$ cat src/rtl/div_unit.sv
// Multi-cycle restoring divider (DIV/DIVU) for the execute stage; one quotient bit per cycle.
// Define DIV_SIGNED_EN to build signed support; otherwise every operation is unsigned.
module div_unit #(
    parameter int WIDTH = 32
) (
    input  logic                 clk,
    input  logic                 rst,
    input  logic                 signed_div_i,
    input  logic [WIDTH-1:0]     opdata1_i,
    input  logic [WIDTH-1:0]     opdata2_i,
    input  logic                 start_i,
    input  logic                 annul_i,
    output logic [2*WIDTH-1:0]   result_o,
    output logic                 ready_o
);

    localparam int CNT_W = $clog2(WIDTH) + 1;
    localparam logic [CNT_W-1:0] LAST_STEP = CNT_W'(WIDTH);

    typedef enum logic [1:0] {
        FREE   = 2'd0,
        BYZERO = 2'd1,
        ON     = 2'd2,
        END    = 2'd3
    } state_t;

    state_t             state;
    state_t             state_nxt;
    logic [CNT_W-1:0]   cnt;
    // {remainder, dividend/quotient, spare}: remainder grows into the top as quotient bits enter bit 0
    logic [2*WIDTH:0]   dividend;
    logic [WIDTH-1:0]   divisor;
    logic [WIDTH:0]     trial;
    logic [WIDTH-1:0]   op1_mag;
    logic [WIDTH-1:0]   op2_mag;
    logic [WIDTH-1:0]   raw_quot;
    logic [WIDTH-1:0]   raw_rem;
    logic [WIDTH-1:0]   quot;
    logic [WIDTH-1:0]   rem;
    logic               accept;

    assign accept   = (state == FREE) && start_i && !annul_i;
    assign trial    = {1'b0, dividend[2*WIDTH-1:WIDTH]} - {1'b0, divisor};
    assign raw_quot = dividend[WIDTH-1:0];
    assign raw_rem  = dividend[2*WIDTH:WIDTH+1];

`ifdef DIV_SIGNED_EN
    logic neg_quot;
    logic neg_rem;

    // The most-negative value negates to itself, which reads correctly as unsigned 2^(WIDTH-1).
    assign op1_mag = (signed_div_i && opdata1_i[WIDTH-1]) ? (~opdata1_i + WIDTH'(1)) : opdata1_i;
    assign op2_mag = (signed_div_i && opdata2_i[WIDTH-1]) ? (~opdata2_i + WIDTH'(1)) : opdata2_i;
    assign quot    = neg_quot ? (~raw_quot + WIDTH'(1)) : raw_quot;
    assign rem     = neg_rem  ? (~raw_rem  + WIDTH'(1)) : raw_rem;

    always_ff @(posedge clk) begin
        if (!rst) begin
            neg_quot <= 1'b0;
            neg_rem  <= 1'b0;
        end else if (accept) begin
            neg_quot <= signed_div_i && (opdata1_i[WIDTH-1] ^ opdata2_i[WIDTH-1]);
            neg_rem  <= signed_div_i && opdata1_i[WIDTH-1];
        end
    end
`else
    logic unused_signed_div;

    assign unused_signed_div = signed_div_i;
    assign op1_mag = opdata1_i;
    assign op2_mag = opdata2_i;
    assign quot    = raw_quot;
    assign rem     = raw_rem;
`endif

    // NOTE: every variable assigned here gets a default first so no latch is inferred.
    always_comb begin
        state_nxt = state;
        case (state)
            FREE: begin
                if (accept) begin
                    state_nxt = (opdata2_i == '0) ? BYZERO : ON;
                end
            end
            BYZERO: begin
                state_nxt = annul_i ? FREE : END;
            end
            ON: begin
                if (annul_i) begin
                    state_nxt = FREE;
                end else if (cnt == LAST_STEP) begin
                    state_nxt = END;
                end
            end
            END: begin
                if (annul_i || !start_i) begin
                    state_nxt = FREE;
                end
            end
            default: state_nxt = FREE;
        endcase
    end

    // NOTE: sequential state uses non-blocking assignments so all registers update together.
    always_ff @(posedge clk) begin
        if (!rst) begin
            state <= FREE;
        end else begin
            state <= state_nxt;
        end
    end

    always_ff @(posedge clk) begin
        if (!rst) begin
            cnt      <= '0;
            dividend <= '0;
            divisor  <= '0;
            result_o <= '0;
            ready_o  <= 1'b0;
        end else begin
            case (state)
                FREE: begin
                    if (accept && (opdata2_i != '0)) begin
                        dividend <= {{WIDTH{1'b0}}, op1_mag, 1'b0};
                        divisor  <= op2_mag;
                        cnt      <= '0;
                    end
                end
                BYZERO: begin
                    dividend <= '0;
                    result_o <= '0;
                    ready_o  <= !annul_i;
                end
                ON: begin
                    if (annul_i) begin
                        result_o <= '0;
                        ready_o  <= 1'b0;
                    end else if (cnt != LAST_STEP) begin
                        if (trial[WIDTH]) begin
                            dividend <= {dividend[2*WIDTH-1:0], 1'b0};
                        end else begin
                            dividend <= {trial[WIDTH-1:0], dividend[WIDTH-1:0], 1'b1};
                        end
                        cnt <= cnt + CNT_W'(1);
                    end else begin
                        result_o <= {rem, quot};
                        ready_o  <= 1'b1;
                        cnt      <= '0;
                    end
                end
                END: begin
                    if (annul_i || !start_i) begin
                        result_o <= '0;
                        ready_o  <= 1'b0;
                    end
                end
                default: begin
                    result_o <= '0;
                    ready_o  <= 1'b0;
                end
            endcase
        end
    end

endmodule
$ cat config.mk
export PLATFORM = sky130hd
export DESIGN_NAME = div_unit
export DESIGN_NICKNAME = d
export VERILOG_FILES = /design/src/rtl/div_unit.sv
export SDC_FILE = /design/constraint.sdc
export NUM_CORES = 1
export LEC_CHECK = 0
export ABC_AREA = 1
export CELL_PAD_IN_SITES_DETAIL_PLACEMENT = 1
export CELL_PAD_IN_SITES_GLOBAL_PLACEMENT = 2
export CORE_ASPECT_RATIO = 0.5
export CORE_MARGIN = 3
export CORE_UTILIZATION = 24
export DETAILED_ROUTE_END_ITERATION = 7
export PLACE_DENSITY_LB_ADDON = 0.1
export SETUP_SLACK_MARGIN = 0.1
export SYNTH_ARGS = -nofsm -noshare
export SYNTH_HDL_FRONTEND = slang
export SYNTH_SLANG_ARGS = --single-unit
$ cat constraint.sdc
create_clock -name clk -period 2.47 [get_ports clk]
set_clock_uncertainty 0.05 [all_clocks]
set_input_delay 0.494 -clock clk [delete_from_list [all_inputs] [get_ports clk]]
set_output_delay 0.494 -clock clk [all_outputs]
set_load 0.01 [all_outputs]
==> metrics.cfg <==
[flow_run]
cap_violations=0

[floorplan]
ios=134
die-height_microns=149
initial_core_util_pct=24.8
fp-row-count=51
fp.dieW_microns=292
coreArea_sq_um=39600
die_area_sq_um=43500

[worst_setup_path]
critical_path_class=reg -> reg
crit_path_end_kind=flop
critPathLaunchType=flop
r2r.worst_path.cells=17
rrSetupSlack_ns=0.17
critPathMaxFanout=8
cp.required_ns=2.80
r2r_end=dividend[64]$_SDFFE_PN0P_
arrival_ns=2.64
rr_startpoint=dividend[32]$_SDFFE_PN0P_

[timing]
finalSetupViolCount=0
drv_slew=0
rsz0062_at_grt=yes
hold_ws_ns=0.415
setup_tns_ns=0
min_period_ns=2.30
finalCritPeriodShare_pct=93.3
layout_setup_ws_ns=0.166
hold_viol_final=0
slew-limit-headroom_pct=59.1
max_slew.worst_pin.slew_ns=0.613
timing.fmax_ghz=0.434

[clock_tree]
clock_sinks=170
cts.clk_slew.worst_paths_ns=0.08
worstSkewPairLatency_ns=0.45
cts_hold_buf=0
cts_made_buffers=17
htreeDepth=4
cts_max_path_buffers=2
cts_tree=yes
cts_root_buf=clkbuf_16

[detailed_routing]
via_per_inst=4.61
drt_iter0_drc=579
wl_per_cell_microns=17.0
firstDrtPassIters=4
drt-total-wl_mm=38.4
vias=10400
detail-route-antenna-nets=0
drc_errors=0

[synthesis]
synth.area.top_cells=dfxtp_1 (35%), nand2_1 (17%), a21oi_1 (9.7%)
syn_area_sq_um=9810
yosysTopAreaCellShare_pct=34.7
seq_area_frac_synth_pct=34.7
syn_nets=1649
synth-seq-cells=170
yosysTopAreaCell=dfxtp_1
synth_cells=1541
ys_types=34
synth_area_per_cell_sq_um=6.37
ys_warn_count=0

[layout]
nFillCells=4964
syn2layout_area_growth_pct=36.2
drive_gt1_share_pct=13.8
fin_nets=1822

[worst_hold_path]
holdPathEnd=divisor[3]$_SDFFE_PN0P_
hold_path.startpoint=divisor[3]$_SDFFE_PN0P_
hp-class=reg -> reg
whs_path_depth=2

[global_route]
grt-ovfl-total=0
track_usage_pct=17.6
grt_max_degree=99
grt_antenna_before_repair=1
grt_pass1_vias=10700
grt_pass1_wl_mm=60.3

[place]
port-buffer-count=132
dpl.hpwl_mm=28.5
dp_slack_ns=-0.245
gp_congestion=0.862

[power_and_ir_drop]
power_density_nw_per_um2=907
static-leakage-power_uw=0.00564
irDropWorstVdd_mv=0.407

[outcome]
status=finished, final reports clean

## worst max path at each step
stage,start,to,slack [ns]
3_5_place_dp,opdata2_i[5],dividend[34]$_SDFFE_PN0P_,-0.25
6_report,dividend[32]$_SDFFE_PN0P_,dividend[64]$_SDFFE_PN0P_,0.17
3_3_place_gp,opdata2_i[5],dividend[52]$_SDFFE_PN0P_,-0.22
4_1_cts,dividend[39]$_SDFFE_PN0P_,dividend[51]$_SDFFE_PN0P_,0.10
2_1_floorplan,dividend[32]$_SDFFE_PN0P_,dividend[55]$_SDFFE_PN0P_,0.31
5_1_grt,dividend[32]$_SDFFE_PN0P_,dividend[64]$_SDFFE_PN0P_,0.03
## layout by cell type, fill, tap and decap left out, types with 7 or more instances in the layout
cell	n
clkdlybuf4s50_1	131
dfxtp_2	10
nor2_1	79
ha_4	13
ha_2	10
a21oi_1	183
ha_1	15
nor2_4	7
a21oi_2	8
nand2_1	418
xnor2_1	10
nand3b_1	22
buf_12	10
nand3_1	129
nor2_2	9
inv_2	9
buf_4	88
inv_1	183
o21ai_0	131
nand3_2	9
clkbuf_16	18
nand2_2	22
dfxtp_1	160
## power by group
part	switching, uW	total [uW]	internal (uW)
logic	3750	5920	2170
clock network	1380	2770	1390
registers	240	3420	3180
total	5380	12100	6740
## critical path, stage by stage (launching register included)
cell and delay, ns:
dfxtp_2 0.34, inv_2 0.05, ha_4 0.17, fa_2 0.36
inv_2 0.09, nand2_2 0.05, nand2_2 0.07, nand3_2 0.07
nand2_2 0.10, nand2_2 0.07, nand2_2 0.09, nand2_4 0.08
nand2_8 0.12, buf_12 0.15, nor2_4 0.03, nor2_1 0.11
nand2_1 0.11, a21oi_2 0.14
## stage by stage
step	instances	util, %	cell area, sq um	total power (uW)
final	2258	33.7	13400	12100
after CTS	2251	32.7	13000	11900
after detailed placement	2216	31.0	12300	8980
after global routing	2257	33.7	13400	13100
after floorplan	1541	-	9810	6890
after global placement	2216	31.0	12300	8860
## layout make-up
cell class | instances | area [sq um] | area share [%]
well taps | 530 | 663 | 4.96
repair buffers | 233 | 2240 | 16.8
flip-flops and latches | 170 | 3420 | 25.6
clock buffers | 19 | 453 | 3.39
inverters | 193 | 724 | 5.42
clock inverters | 13 | 128 | 0.955
diodes | 1 | 2.50 | 0.0187
multi-input cells | 1099 | 5730 | 42.9
## per-layer routing
metal / track usage (%) / wire length, microns
met5: 0 / 17
met4: 3.37 / 276
met1: 25.6 / 20400
met3: 2.95 / 1000
met2: 27.5 / 16700
## logic make-up (layout without fill, tap and decap cells)
| logic type | Yosys count | after routing | synth area share [%] |
|---|---|---|---|
| buf+inv | 272 | 458 | 11.0 |
| other cells | 0 | 1 | 0 |
| compound gates | 326 | 326 | 16.8 |
| flops | 170 | 170 | 34.7 |
| fa+ha+maj | 39 | 39 | 5.05 |
| xor+xnor | 15 | 15 | 1.34 |
| simple gates | 719 | 719 | 31.1 |
## cell usage after synthesis, drive strengths merged
cell type and n:
a21oi 193, a41oi 1, and2 4, and3 1
buf 34, clkbuf 45, clkinv 1, dfxtp 170
fa 1, ha 38, inv 192, nand2 442
nand3 138, nand3b 22, nand4 6, nor2 95
nor3 8, nor3b 2, nor4 1, o21ai 131
o21bai 1, xnor2 10, xor2 5
## sequential cells by signal, summed over array words and instances (netlist names)
name and flops:
result_o 64, state 2, dividend 65, ready_o 1
cnt 6, divisor 32
## timing repair
| item | in CTS | in global routing |
|---|---|---|
| resized for setup | 18 | 85 |
| buffers inserted | 2 | 5 |
| cloned | 1 | 1 |
| pin swaps | 4 | 12 |
| setup endpoints to repair | 33 | 70 |
Note: power is estimated with default switching activity, not from simulation.
